==> config.mk <==
export PLATFORM = sky130hd
export DESIGN_NAME = mode_display
export DESIGN_NICKNAME = d
export VERILOG_FILES = /design/src/rtl/mode_display.sv
export SDC_FILE = /design/constraint.sdc
export NUM_CORES = 1
export LEC_CHECK = 0
export BUFFER_PORTS_ARGS = -buffer_cell sky130_fd_sc_hd__buf_4
export CAP_MARGIN = 5
export CELL_PAD_IN_SITES_DETAIL_PLACEMENT = 1
export CELL_PAD_IN_SITES_GLOBAL_PLACEMENT = 2
export CORE_AREA = 2 2 79 100
export CTS_BUF_LIST = sky130_fd_sc_hd__clkbuf_2
export CTS_CLUSTER_DIAMETER = 200
export DETAILED_ROUTE_END_ITERATION = 8
export DIE_AREA = 0 0 81 102
export HOLD_SLACK_MARGIN = 0.1
export PLACE_DENSITY = 0.95
export SYNTH_ARGS = -nofsm -noshare
export SYNTH_HDL_FRONTEND = slang
export SYNTH_SLANG_ARGS = --single-unit
==> constraint.sdc <==
create_clock -name clk -period 4.83 [get_ports clk]
set_input_delay 1.449 -clock clk [delete_from_list [all_inputs] [get_ports clk]]
set_output_delay 1.449 -clock clk [all_outputs]
set_load 0.1 [all_outputs]
==> src/rtl/mode_display.sv <==
// rtl/mode_display.sv - multiplexed 4-digit seven-segment PMIC mode display with blink and frame snapshot
module mode_display #(
    parameter int REFRESH_DIV = 100000,
    parameter int BLINK_DIV   = 25000000
) (
    input  logic       clk,
    input  logic       reset,
    input  logic       en,
    input  logic [2:0] mode,
    input  logic       ready,
    output logic [3:0] an,
    output logic [6:0] seg,
    output logic       dp
);

    localparam int SW = $clog2(REFRESH_DIV);
    localparam int BW = (BLINK_DIV > 1) ? $clog2(BLINK_DIV) : 1;
    localparam logic [SW-1:0] SLOT_MAX  = SW'(REFRESH_DIV - 1);
    localparam logic [BW-1:0] BLINK_MAX = BW'(BLINK_DIV - 1);

    localparam logic [6:0] G_BLANK = 7'b1111111;
    localparam logic [6:0] G_O     = 7'b1000000;
    localparam logic [6:0] G_F     = 7'b0001110;
    localparam logic [6:0] G_N     = 7'b0101011;
    localparam logic [6:0] G_L     = 7'b1000111;
    localparam logic [6:0] G_P     = 7'b0001100;
    localparam logic [6:0] G_B     = 7'b0000011;
    localparam logic [6:0] G_E     = 7'b0000110;
    localparam logic [6:0] G_R     = 7'b0101111;

    logic [2:0]    mode_s1_q, mode_s1_d, mode_s2_q, mode_s2_d;
    logic          ready_s1_q, ready_s1_d, ready_s2_q, ready_s2_d;
    logic [SW-1:0] slot_q, slot_d;
    logic [1:0]    idx_q, idx_d;
    logic [2:0]    snap_mode_q, snap_mode_d;
    logic          snap_ready_q, snap_ready_d;
    logic [BW-1:0] blink_q, blink_d;
    logic          phase_q, phase_d;
    logic [3:0]    an_q, an_d;
    logic [6:0]    seg_q, seg_d;
    logic          dp_q, dp_d;
    logic          slot_wrap, frame_end, blank;

    function automatic logic [6:0] glyph(input logic [2:0] m, input logic [1:0] d);
        logic [6:0] g;
        g = G_BLANK;
        case (m)
            3'b000: begin
                if (d == 2'd2) g = G_O;
                else if (d != 2'd3) g = G_F;
            end
            3'b001: begin
                if (d == 2'd1) g = G_O;
                else if (d == 2'd0) g = G_N;
            end
            3'b010: begin
                if (d == 2'd1) g = G_L;
                else if (d == 2'd0) g = G_P;
            end
            3'b100: begin
                if (d == 2'd1) g = G_L;
                else if (d == 2'd0) g = G_B;
            end
            default: begin
                if (d == 2'd2) g = G_E;
                else if (d != 2'd3) g = G_R;
            end
        endcase
        return g;
    endfunction

    always_comb begin
        mode_s1_d  = mode;
        mode_s2_d  = mode_s1_q;
        ready_s1_d = ready;
        ready_s2_d = ready_s1_q;

        slot_wrap = (slot_q == SLOT_MAX);
        frame_end = slot_wrap && (idx_q == 2'd3);
        slot_d    = slot_wrap ? '0 : slot_q + 1'b1;
        idx_d     = slot_wrap ? idx_q + 2'd1 : idx_q;

        // Snapshot only at the frame boundary so one frame never shows two codes
        snap_mode_d  = frame_end ? mode_s2_q  : snap_mode_q;
        snap_ready_d = frame_end ? ready_s2_q : snap_ready_q;

        blink_d = (blink_q == BLINK_MAX) ? '0 : blink_q + 1'b1;
        phase_d = (blink_q == BLINK_MAX) ? ~phase_q : phase_q;

        // seg always carries the glyph; only the anodes are masked
        blank = (slot_q == '0) || !en || (!snap_ready_q && !phase_q);
        an_d  = blank ? 4'b1111 : ~(4'b0001 << idx_q);
        seg_d = glyph(snap_mode_q, idx_q);
        dp_d  = !((idx_q == 2'd0) && snap_ready_q && !blank);
    end

    always_ff @(posedge clk or negedge reset) begin
        if (!reset) begin
            mode_s1_q    <= 3'b000;
            mode_s2_q    <= 3'b000;
            ready_s1_q   <= 1'b0;
            ready_s2_q   <= 1'b0;
            slot_q       <= '0;
            idx_q        <= 2'd0;
            snap_mode_q  <= 3'b000;
            snap_ready_q <= 1'b0;
            blink_q      <= '0;
            phase_q      <= 1'b1;
            an_q         <= 4'b1111;
            seg_q        <= G_BLANK;
            dp_q         <= 1'b1;
        end else begin
            mode_s1_q    <= mode_s1_d;
            mode_s2_q    <= mode_s2_d;
            ready_s1_q   <= ready_s1_d;
            ready_s2_q   <= ready_s2_d;
            slot_q       <= slot_d;
            idx_q        <= idx_d;
            snap_mode_q  <= snap_mode_d;
            snap_ready_q <= snap_ready_d;
            blink_q      <= blink_d;
            phase_q      <= phase_d;
            an_q         <= an_d;
            seg_q        <= seg_d;
            dp_q         <= dp_d;
        end
    end

    assign an  = an_q;
    assign seg = seg_q;
    assign dp  = dp_q;

endmodule

# ---- Word level (Yosys, flattened, before mapping)
# Cells that the tools add are included.
dict set report op_classes {
  n_addsub 3
  eq_ne 9
  shifts 1
  mux 14
  bitwise 2
  reduce_logical 14
}
# cell count
set ops {}
lappend ops {{$mux 7} 10}
lappend ops {{$pmux 7 s4} 1}
lappend ops {{$add 25x1->25 const B} 1}
lappend ops {{$eq 25x25->1 const B} 1}
lappend ops {{$mux 25} 1}
lappend ops {{$add 17x1->17 const B} 1}
lappend ops {{$eq 17x17->1 const B} 1}
lappend ops {{$logic_not 17->1} 1}
lappend ops {{$mux 17} 1}
lappend ops {{$logic_not 1->1} 5}
lappend ops {{$eq 2x2->1 const B} 2}
lappend ops {{$logic_and 1x1->1} 4}
lappend ops {{$mux 4} 1}
lappend ops {{$not 4->4} 1}
lappend ops {{$shl 1x2->4 const A} 1}
lappend ops {{$eq 3x1->1 const B} 1}
lappend ops {{$eq 3x2->1 const B} 1}
lappend ops {{$eq 3x3->1 const B} 1}
lappend ops {{$logic_not 3->1} 1}
lappend ops {{$add 2x1->2 const B} 1}
lappend ops {{$eq 2x1->1 const B} 1}
lappend ops {{$logic_not 2->1} 1}
lappend ops {{$logic_or 1x1->1} 2}
lappend ops {{$ne 2x2->1 const B} 1}
lappend ops {{$not 1->1} 1}
dict set report totals {
  regBits 69
  input_bits 7
  output_inout_bits 12
  wordCells 56
}

# ---- Depth between registers and ports, before layout
dict set report logic_depth {
  word_depth 6
  ltp_mapped 6
  depth_no_buf 6
}

# ---- Worst setup path after synthesis
# OpenSTA, ideal clock, no wires.
dict set report synth_path {
  kind {reg2out}
  start {register an_q[0] (netlist: an[0])}
  end {output port an[0]}
  arrival_ps 823
  required_time_ps 3381
  path_slack_ps 2558
  stages_incl_launch_ff 1
  n_path_buf 0
  path_cell_list {dfstp_2}
}
# item line
set synth_lines {}
lappend synth_lines {{start: declaration} 39} ;# logic [3:0] an_q, an_d;
lappend synth_lines {{start signal: assignment} 123} ;# an_q <= an_d;
lappend synth_lines {{end: declaration} 11} ;# output logic [3:0] an,
# No word-level cell between the ends.

# ---- Final worst setup path
dict set report layout_path {
  start {register dp_q (netlist: dp)}
  end {output port dp}
}
# item line
set layout_lines {}
lappend layout_lines {{start: declaration} 41} ;# logic dp_q, dp_d;
lappend layout_lines {{start signal: assignment} 125} ;# dp_q <= dp_d;
lappend layout_lines {{end: declaration} 13} ;# output logic dp
# No word-level cell between the ends.

==> summary.md <==
| Metric | Value |
|---|---|
| Max incr delay on CP | `between 0.5 and 0.6 ns` |
| Detailed-route DRC error count | `0` |
| Pre-Repair DR Iteration Count | `4` |
| VDD IR max | `129.5 µV` |
| Layout Nets | `344` |
| Cell Chain, Critical Path | `buf_4` |
| Max-cap violations | `0` |
| Worst EP arrival | `1.35 ns` |
| Share of layout cells above drive strength 1 | `19.46%` |
| Final setup fails | `0` |
| Top FF cell, synth | `dfrtp_1` |
| WP data required | `about 3.4 ns` |
| Cell count after synthesis | `between 300 and 400` |
| Clock Latency Late Sink | `0.50 ns` |
| Die width | `81 µm` |
| Wirelength per Cell | `between 15 and 20 µm` |
| I/O pin total | `19` |
| Combinational share of power | `1.5%` |
| Syn Area/Cell | `around 10 µm²` |
| CP top delay family | `flip-flops` |
| Die Height | `102 µm` |
| Final slew viol count | `0` |
| Slack of the critical path | `2.031 ns` |
| Clock power frac | `35.9%` |
| Detail Route Antenna Nets | `0` |
| Async S/R FF share, synth | `between 90% and 100%` |
| P&R area growth vs syn | `10.31%` |
| Initial antenna violation count | `0` |
| P_leak | `1.503 nW` |
| Startpoint Class | `flop` |
| CTS Hold Bufs | `0` |
| Vias in the first global route | `2470` |
| Vias per cell | `5.641` |
| Die area | `8262 µm²` |
| Sequential share of the synthesized area | `53.99%` |
| Worst hold path class | `flop to flop` |
| Htree depth | `3` |
| CTS root buf | `clkbuf_2` |
| Slew headroom | `43.15%` |
| Setup bufs post-CTS | `0` |
| CTS Buf Count | `9` |
| Hold path startpoint | `ready_s1_q` |
| Core area | `7269 µm²` |
| CTS tree | `built` |
| WP buf/inv | `1` |
| Max Fanout on Critical Path | `1` |
| Mapped Nets | `about 320` |
| Outcome | `finished, final reports clean` |
| FF+latch count, synth | `69` |
| CP max-delay cell | `dfstp_2` |
| DP Worst Slack | `2.515 ns` |
| WL final | `roughly 6.7 mm` |
| Fin crit share | `57.96%` |
| Global placement routability congestion | `between 0.8 and 0.9` |
| Clock Pin Slew Worst Setup and Hold Paths | `0.21 ns` |
| Switch Pwr | `225.9 µW` |
| Clock Sinks | `~70` |
| Area contributors post-synth | `dfrtp_1 43%, dfstp_2 11%, xnor2_1 4.9%, ha_1 3.1%, nand3_1 3.1%` |
| Post-synth EDFFs | `0` |
| Tot Pwr | `931.9 µW` |
| Slew @ Worst Pin | `0.8527 ns` |
| Synth unique cells | `48` |
| Min Tclk post-route | `2.799 ns` |
| Worst Clk Skew | `between 0.03 and 0.04 ns` |
| Diode count | `0` |
| Largest net degree at the start of global routing | `70` |
| Final HPWL from detailed placement | `4.782 mm` |
| CTS max path bufs | `2` |
| Seq pwr share | `62.6%` |
| Post-synth top area cell | `dfrtp_1` |
| Crit path launch | `dp` |
| Number of cell rows | `35` |
| Crit Reg-Reg Startpoint | `blink_q[0]` |
| First-pass GRT wire length | `11.63 mm` |
| RSZ-0062 raised after global routing | `false` |
| Gates resized, CTS repair | `0` |
| Via count | `2403` |
| Hold Violations, Final | `0` |
| Fmax | `0.3572 GHz` |
| Starting DRT DRC Count | `between 90 and 100` |
| Total GRT Usage | `18.58%` |
| Final total negative setup slack | `0 ns` |
| Switch share | `24.24%` |
| Initial cell density of the core | `about 44%` |
| Crit. End Element | `primary output` |
| Grt ovf | `0` |
| Warnings from Yosys | `0` |
| Port-buffer cells | `18` |
| Pint | `706.0 µW` |
| Post-synth top area share | `43.41%` |
| Crit Path Category | `flop to primary output` |
| Pwr Density | `about 260 nW/µm²` |
| Post-synth design cell area | `roughly 3200 µm²` |
-- routing by layer --
metal / routed length, µm / GRT usage (%)
met5: 0 / 0
met4: 115 / 7.171
met3: 171 / 4.770
met2: 3569 / 32.74
met1: 2840 / 21.50
-- layout by cell type (no fill, tap or decap), types with 3 or more instances in the layout --
| cell type | n |
|---|---|
| dfrtp_1 | 56 |
| nand2_1 | 24 |
| nand3_1 | 20 |
| buf_4 | 19 |
| nor2_1 | 18 |
| xnor2_1 | 18 |
| o21ai_0 | 17 |
| inv_1 | 16 |
| a21oi_1 | 15 |
| dfstp_2 | 13 |
| nor3_1 | 12 |
| clkbuf_2 | 10 |
| nand4_1 | 8 |
| xor2_1 | 8 |
| ha_1 | 8 |
| nor4_1 | 6 |
| or3_1 | 6 |
| or4_1 | 5 |
| nor2b_1 | 4 |
| mux2_2 | 4 |
| mux2i_1 | 3 |
-- synthesized netlist by cell type, drive strengths merged, types with 4 or more instances --
library cell and n:
o21ai 17, inv 16, nand2 24, nor3 12, clkbuf 6, and3 4, ha 8, mux2 4
or4 7, nand3 20, nand4 10, dfstp 13, xor2 8, nor4 8, nor2b 4, buf 4
a21oi 15, dfrtp 56, nor2 18, or3 8, xnor2 18
-- power groups by stage --
stage | registers (mW) | clock network, mW | logic (mW)
final | 0.583 | 0.335 | 0.0142
after global routing | 0.584 | 0.371 | 0.0167
after CTS | 0.583 | 0.347 | 0.0154
after detailed placement | 0.593 | 0 | 0.0153
after global placement | 0.593 | 0 | 0.0150
after floorplan | 0.593 | 0 | 0.0000490
-- worst paths after layout --
kind / cells after the start / to / slack (ns)
setup reg to reg: 5 / blink_q[16] / 2.52
max in group asynchronous: 1 / ready_s1_q / 3.24
min in group asynchronous: 1 / slot_q[11] / 1.01
setup / recovery: 1 / dp / 2.03
hold reg to reg: 0 / ready_s2_q / 0.35
hold / removal: 0 / ready_s2_q / 0.35
-- sequential cells by signal (all words and copies together), names as in the netlist --
| register | count |
|---|---|
| blink_q | 25 |
| slot_q | 17 |
| seg | 7 |
| an | 4 |
| mode_s1_q | 3 |
| mode_s2_q | 3 |
| snap_mode_q | 3 |
| idx_q | 2 |
| dp | 1 |
| phase_q | 1 |
| ready_s1_q | 1 |
| ready_s2_q | 1 |
| snap_ready_q | 1 |
-- cells by family after synthesis --
logic type / count (synthesis) / share of synthesized area, %
AO/OA/AOI/OAI: 48 / 8.915
XOR/XNOR: 26 / 7.054
adder cells (fa/ha/maj): 9 / 3.411
buffers and inverters: 26 / 3.217
flip-flops: 69 / 53.99
multiplexers: 7 / 2.326
AND/OR/NAND/NOR: 124 / 21.09
-- through the flow --
step	util (%)	hold slack, ns	cell area (µm²)	instances
after floorplan	-	0.3312	3228	309
after global placement	47.44	0.3316	3448	410
after detailed placement	47.44	0.3372	3448	410
after CTS	48.98	0.3575	3561	426
after global routing	48.98	0.3727	3561	426
final	48.98	0.3518	3561	426
-- area by class of cell --
class                      count  area [µm²]
clock buffer                  10       50.05
clock inverter                 6       62.56
fill                         833        3709
inverter                      16       60.06
multi-input combinational    214        1388
sequential                    69        1743
tap                           92       115.1
timing repair buffer          19       142.6
Note: power is estimated with default switching activity, not from simulation.
